==> src/rtl/oled_seq_pkg.sv <==
// ============================================================
// oled_seq_pkg -- shared constants and types for the OLED byte sequencer. Rev 1.0
// ============================================================
`default_nettype none

package oled_seq_pkg;

    localparam int QDEPTH  = 8;
    localparam int ENTRY_W = 9;
    localparam int CNT_W   = 11;
    localparam int QCNT_W  = $clog2(QDEPTH + 1);

    localparam logic [1:0] REG_QUEUE    = 2'd0;
    localparam logic [1:0] REG_STATUS   = 2'd1;
    localparam logic [1:0] REG_FILLCNT  = 2'd2;
    localparam logic [1:0] REG_FILLBYTE = 2'd3;

    typedef enum logic [1:0] {
        ST_IDLE  = 2'd0,
        ST_QSEND = 2'd1,
        ST_FILL  = 2'd2
    } state_t;

endpackage

`default_nettype wire

==> src/rtl/oled_seq_fifo.sv <==
// ============================================================
// oled_seq_fifo -- circular FIFO exposing the head and the entry behind it. Rev 1.0
// ============================================================
`default_nettype none

module oled_seq_fifo #(
    parameter int DEPTH = 8,
    parameter int WIDTH = 9,
    localparam int AW = $clog2(DEPTH),
    localparam int CW = $clog2(DEPTH + 1)
) (
    input  logic             clk,
    input  logic             rst,
    input  logic             push,
    input  logic             pop,
    input  logic [WIDTH-1:0] din,
    output logic [WIDTH-1:0] dout,
    output logic [WIDTH-1:0] dout_next,
    output logic             full,
    output logic             empty,
    output logic [CW-1:0]    count
);

    logic [WIDTH-1:0] mem [DEPTH];
    logic [AW-1:0]    wr_ptr;
    logic [AW-1:0]    rd_ptr;
    logic             do_push;
    logic             do_pop;

    // A push while full still lands when the same edge frees a slot.
    assign do_pop  = pop && !empty;
    assign do_push = push && (!full || do_pop);

    assign full      = (count == CW'(DEPTH));
    assign empty     = (count == '0);
    assign dout      = mem[rd_ptr];
    assign dout_next = mem[rd_ptr + AW'(1)];

    always_ff @(posedge clk) begin
        if (do_push) begin
            mem[wr_ptr] <= din;
        end
    end

    always_ff @(posedge clk) begin
        if (rst) begin
            wr_ptr <= '0;
            rd_ptr <= '0;
            count  <= '0;
        end else begin
            if (do_push) wr_ptr <= wr_ptr + AW'(1);
            if (do_pop)  rd_ptr <= rd_ptr + AW'(1);
            count <= count + CW'(do_push) - CW'(do_pop);
        end
    end

endmodule

`default_nettype wire

==> src/rtl/oled_sequencer.sv <==
// ============================================================
// oled_sequencer -- AHB-Lite slave feeding queued or repeated bytes to a serialiser. Rev 1.0
// ============================================================
`default_nettype none

module oled_sequencer
    import oled_seq_pkg::*;
(
    input  logic        HCLK,
    input  logic        HRESET,
    input  logic        HSEL,
    input  logic        HREADY,
    input  logic        HWRITE,
    input  logic [31:0] HADDR,
    input  logic [31:0] HWDATA,
    input  logic [2:0]  HSIZE,
    input  logic [1:0]  HTRANS,
    output logic [31:0] HRDATA,
    output logic        HREADYOUT,
    output logic        BVALID,
    input  logic        BREADY,
    output logic        BDNC,
    output logic [7:0]  BDATA,
    output logic        IRQ
);

    state_t               state;
    logic                 ap_valid;
    logic                 ap_write;
    logic [1:0]           ap_reg;
    logic                 fill_pending;
    logic [CNT_W-1:0]     fill_cnt;
    logic [ENTRY_W-1:0]   fill_byte;
    logic                 ovf;
    logic                 err;
    logic                 irq_en;

    logic                 wr_queue, wr_status, wr_fillcnt, wr_fillbyte;
    logic                 handshake, q_pop, q_full, q_empty, busy;
    logic [QCNT_W-1:0]    q_count;
    logic [ENTRY_W-1:0]   q_head, q_next, fill_byte_eff;
    logic                 unused_bits;

    assign wr_queue    = ap_valid && ap_write && (ap_reg == REG_QUEUE);
    assign wr_status   = ap_valid && ap_write && (ap_reg == REG_STATUS);
    assign wr_fillcnt  = ap_valid && ap_write && (ap_reg == REG_FILLCNT);
    assign wr_fillbyte = ap_valid && ap_write && (ap_reg == REG_FILLBYTE);

    assign handshake = BVALID && BREADY;
    assign q_pop     = (state == ST_QSEND) && handshake;
    assign busy      = (state != ST_IDLE) || fill_pending;
    // Forward a same-edge FILLBYTE write into the byte being loaded.
    assign fill_byte_eff = wr_fillbyte ? HWDATA[ENTRY_W-1:0] : fill_byte;

    assign HREADYOUT = 1'b1;
    assign IRQ       = irq_en && q_empty && !busy;
    assign HRDATA    = (ap_valid && !ap_write && (ap_reg == REG_STATUS))
                     ? {25'b0, irq_en, err, ovf, busy, q_full, q_empty, 1'b0} : 32'b0;
    assign unused_bits = ^{HSIZE, HADDR[31:4], HADDR[1:0], HWDATA[31:CNT_W]};

    oled_seq_fifo #(
        .DEPTH (QDEPTH),
        .WIDTH (ENTRY_W)
    ) u_fifo (
        .clk       (HCLK),
        .rst       (HRESET),
        .push      (wr_queue),
        .pop       (q_pop),
        .din       (HWDATA[ENTRY_W-1:0]),
        .dout      (q_head),
        .dout_next (q_next),
        .full      (q_full),
        .empty     (q_empty),
        .count     (q_count)
    );

    always_ff @(posedge HCLK) begin
        if (HRESET) begin
            state        <= ST_IDLE;
            ap_valid     <= 1'b0;
            ap_write     <= 1'b0;
            ap_reg       <= 2'd0;
            fill_pending <= 1'b0;
            fill_cnt     <= '0;
            fill_byte    <= '0;
            ovf          <= 1'b0;
            err          <= 1'b0;
            irq_en       <= 1'b0;
            BVALID       <= 1'b0;
            BDNC         <= 1'b0;
            BDATA        <= 8'h00;
        end else begin
            ap_valid <= HREADY && HSEL && (HTRANS != 2'b00);
            ap_write <= HWRITE;
            ap_reg   <= HADDR[3:2];

            if (wr_queue && q_full && !q_pop) ovf <= 1'b1;
            if (wr_status) begin
                if (HWDATA[0]) begin
                    ovf <= 1'b0;
                    err <= 1'b0;
                end
                if (HWDATA[6]) irq_en <= 1'b1;
            end
            if (wr_fillbyte) fill_byte <= HWDATA[ENTRY_W-1:0];
            if (wr_fillcnt) begin
                if (busy || !q_empty) begin
                    err <= 1'b1;
                end else if (HWDATA[CNT_W-1:0] != '0) begin
                    fill_pending <= 1'b1;
                    fill_cnt     <= HWDATA[CNT_W-1:0];
                end
            end

            // Output register reloads whenever it is empty or being consumed.
            case (state)
                ST_IDLE: begin
                    if (!q_empty) begin
                        state <= ST_QSEND;
                    end else if (fill_pending) begin
                        state        <= ST_FILL;
                        fill_pending <= 1'b0;
                    end
                end
                ST_QSEND: begin
                    if (!BVALID || BREADY) begin
                        if (handshake ? (q_count > QCNT_W'(1)) : !q_empty) begin
                            BVALID        <= 1'b1;
                            {BDNC, BDATA} <= handshake ? q_next : q_head;
                        end else begin
                            BVALID <= 1'b0;
                            state  <= ST_IDLE;
                        end
                    end
                end
                ST_FILL: begin
                    if (!BVALID || BREADY) begin
                        if (handshake) fill_cnt <= fill_cnt - CNT_W'(1);
                        if (handshake ? (fill_cnt > CNT_W'(1)) : (fill_cnt != '0)) begin
                            BVALID        <= 1'b1;
                            {BDNC, BDATA} <= fill_byte_eff;
                        end else begin
                            BVALID <= 1'b0;
                            state  <= ST_IDLE;
                        end
                    end
                end
                default: state <= ST_IDLE;
            endcase
        end
    end

endmodule

`default_nettype wire

==> config.mk <==
export PLATFORM = sky130hd
export DESIGN_NAME = oled_sequencer
export DESIGN_NICKNAME = d
export VERILOG_FILES = /design/src/rtl/oled_seq_pkg.sv /design/src/rtl/oled_seq_fifo.sv /design/src/rtl/oled_sequencer.sv
export SDC_FILE = /design/constraint.sdc
export NUM_CORES = 1
export LEC_CHECK = 0
export CORE_UTILIZATION = 25
export CTS_CLUSTER_SIZE = 14
export DETAILED_ROUTE_END_ITERATION = 10
export SETUP_SLACK_MARGIN = 0.15
export SKIP_CTS_REPAIR_TIMING = 1
export SLEW_MARGIN = 20
export SYNTH_ARGS = -nofsm -noshare
export SYNTH_HDL_FRONTEND = slang
export SYNTH_SLANG_ARGS = --single-unit
==> constraint.sdc <==
create_clock -name HCLK -period 3.8 [get_ports HCLK]
set_input_delay 0.76 -clock HCLK [delete_from_list [all_inputs] [get_ports HCLK]]
set_output_delay 0.76 -clock HCLK [all_outputs]
set_load 0.03 [all_outputs]
==> flow_summary.ini <==
[clocking]
cts_tree = built
clock_sinks = 125
cts_buffers = 17
ctsHtreeMaxLevel = 4
cts_root_buffer = clkbuf_16
clock_path_buffers = 2
clock_latency_ps = 420
clk_pin_slew_worst_paths_ps = 60

[sta]
fin_crit_sh = 0.826
fin_setup_tns_ps = 0
tightest_slew_ps = 993
hold_viol_final = 0
setup_violations = 0
hold_slack_ps = 468
finalMaxSlewViolations = 0
fmax_mhz = 319
period_minus_slack_ps = 3140
fin_skew_ps = 9.42
grt_setup_unrepaired = false
maxSlewHeadroom = 0.335

[detailed_routing]
remaining_drc_errors = 0
drtIter0Drc = 324
dr.pass1.iters = 5
wl_per_cell_um = 16.7
num_vias = 4701
viasPerCell = 4.81
wl_um = 16300
ant_nets = 0

[global_route]
track_usage = 0.129
antenna_found_initial = 0
grt_pass1_vias = 4540
grt_pass1_wl_um = 25300
grt_max_degree = 52
globalRoute.totalOverflow = 0

[logic_synthesis]
synthCells = 594
netlist_area_mm2 = 0.00641
synth_area_per_cell_um2 = 10.8
async_flop_share = 0
synth_top_area_share = 0.337
ys_warn_count = 0
post-synth-top-area-cell = edfxtp_1
yosysUniqueCellTypes = 60
ys.flop_type = edfxtp_1
ys_seq_area_frac = 0.502
ys_top_cells_by_area = edfxtp_1 34%, dfxtp_1 17%, mux2i_1 6.7%
synth_edf_count = 72
yosys_register_bits = 125

[finish]
nets = 726
fillers = 2572
largest_reg_flops = 72
final_common_cell = edfxtp_1
antenna_cells = 0
area_growth_pct = 20.9
seq_area_mm2 = 0.00322
top_regs = u_fifo.mem x72, fill_cnt x11, fill_byte x9
final_cell_mix = 72 x edfxtp_1, 53 x dfxtp_1, 44 x nor2_1
final_core_util = 0.308
drive_above_1_share = 0.130
largest-register = u_fifo.mem
multi_input_area_mm2 = 0.00287
instances_no_fill = 978

[power_and_ir_drop]
swShare = 0.250
p_int_mw = 2.69
power_frac_seq = 0.411
irDropWorstVdd_mv = 0.253
switchingPower_mw = 0.898
p_leak_nw = 2.69
p_clk_frac = 0.476
power_density_mw_per_mm2 = 463
comb_power_share = 0.113

[critical_path]
end_kind = output port
start_kind = flop
path_cells = inv_1, ha_1, or3b_1, nor2_1, clkdlybuf4s50_1
slowest_stage = clkdlybuf4s50_1
crit_type = flop to output port
cp_max_fo = 6
slowest_delay_ps = 680
rr_worst_depth = 11
critPathRequiredTime_ps = 3040
crit_arrival_ps = 2380

[status]
status = completed

[min_path]
hp-class = flop to flop
hold_depth = 2

[floorplan]
die_w_um = 162
core_area_mm2 = 0.0252
die_area_mm2 = 0.0263
initial_core_util = 0.255
io_pins = 119
chipHeight_um = 162
rows = 58

[placement]
portBuffers = 37
gp_congestion = 0.766
dpl.cell_count = 946
dpl.hpwl_um = 10500

[job]
maxCapViolations = 0
-- path summary, 6_finish.rpt --
check | start | slack, ps | end
setup / recovery | u_fifo.count[2] | 660 | HRDATA[1]
hold / removal | BDATA[1] | 470 | BDATA[1]
setup reg to reg | u_fifo.count[2] | 1110 | u_fifo.count[2]
hold reg to reg | BDATA[1] | 470 | BDATA[1]
-- per-stage QoR --
| stage | instance area (µm²) | worst slack [ps] | power (mW) |
|---|---|---|---|
| 3_3_place_gp | 7140 | 512 | 1.91 |
| 5_1_grt | 7760 | 566 | 3.70 |
| 3_5_place_dp | 7140 | 500 | 1.91 |
| 4_1_cts | 7760 | 648 | 3.61 |
| 6_report | 7760 | 663 | 3.59 |
| 2_1_floorplan | 6510 | 862 | 1.78 |
-- power by group through the flow --
stage                     clock, mW  sequential, mW  combinational [mW]
after global routing           1.79            1.48               0.438
after global placement            0            1.50               0.406
final                          1.71            1.48               0.405
after CTS                      1.73            1.48               0.407
after floorplan                   0            1.54               0.238
after detailed placement          0            1.51               0.407
-- area by class of cell --
class | instances | share of cell area
well taps | 330 | 0.0532
multi-input cells | 410 | 0.370
flip-flops and latches | 125 | 0.415
inverters | 21 | 0.0102
clock inverters | 15 | 0.0252
repair buffers | 60 | 0.0716
clock buffers | 17 | 0.0548
-- synthesized netlist by cell type (all sizes together), types with 5 or more instances --
cell type   n
and3       20
o211ai     14
mux2       14
nor2b      26
nand2      29
nand2b      8
o22ai       7
a221oi      8
buf        34
a22oi       7
nand3       8
o21ai      12
a2111oi    21
a31oi       6
a21oi      27
mux2i      43
dfxtp      53
nor2       44
xnor2       5
clkbuf     29
edfxtp     72
inv        21
o41ai       8
and2        5
ha         15
nor3       14
-- worst max-delay path, delay by kind of cell (launching register included) --
family / cells / cell delay [ps]
fa+ha+maj: 1 / 220
buf+inv: 2 / 790
flops: 1 / 300
simple gates: 2 / 650
-- logic make-up (layout without fill, tap and decap cells) --
| kind of cell | count (synthesis) | in the layout | share of synthesized area |
|---|---|---|---|
| mux | 57 | 57 | 0.0917 |
| simple gates | 173 | 173 | 0.144 |
| compound gates | 129 | 129 | 0.151 |
| buf+inv | 84 | 113 | 0.0667 |
| flops | 125 | 125 | 0.502 |
| xor+xnor | 8 | 8 | 0.0109 |
| other cells | 2 | 27 | 0.00117 |
| fa+ha+maj | 16 | 16 | 0.0324 |
-- layer usage --
layer / part of all wire / up-vias / GRT usage / routed length, µm
li1: - / 2248 / - / -
met1: 0.46 / 2251 / 0.173 / 7520
met2: 0.45 / 179 / 0.199 / 7400
met3: 0.072 / 23 / 0.0329 / 1180
met4: 0.015 / 0 / 0.0476 / 240
met5: 0 / - / 0 / 0
No activity file was read; power rests on OpenSTA's default activity.
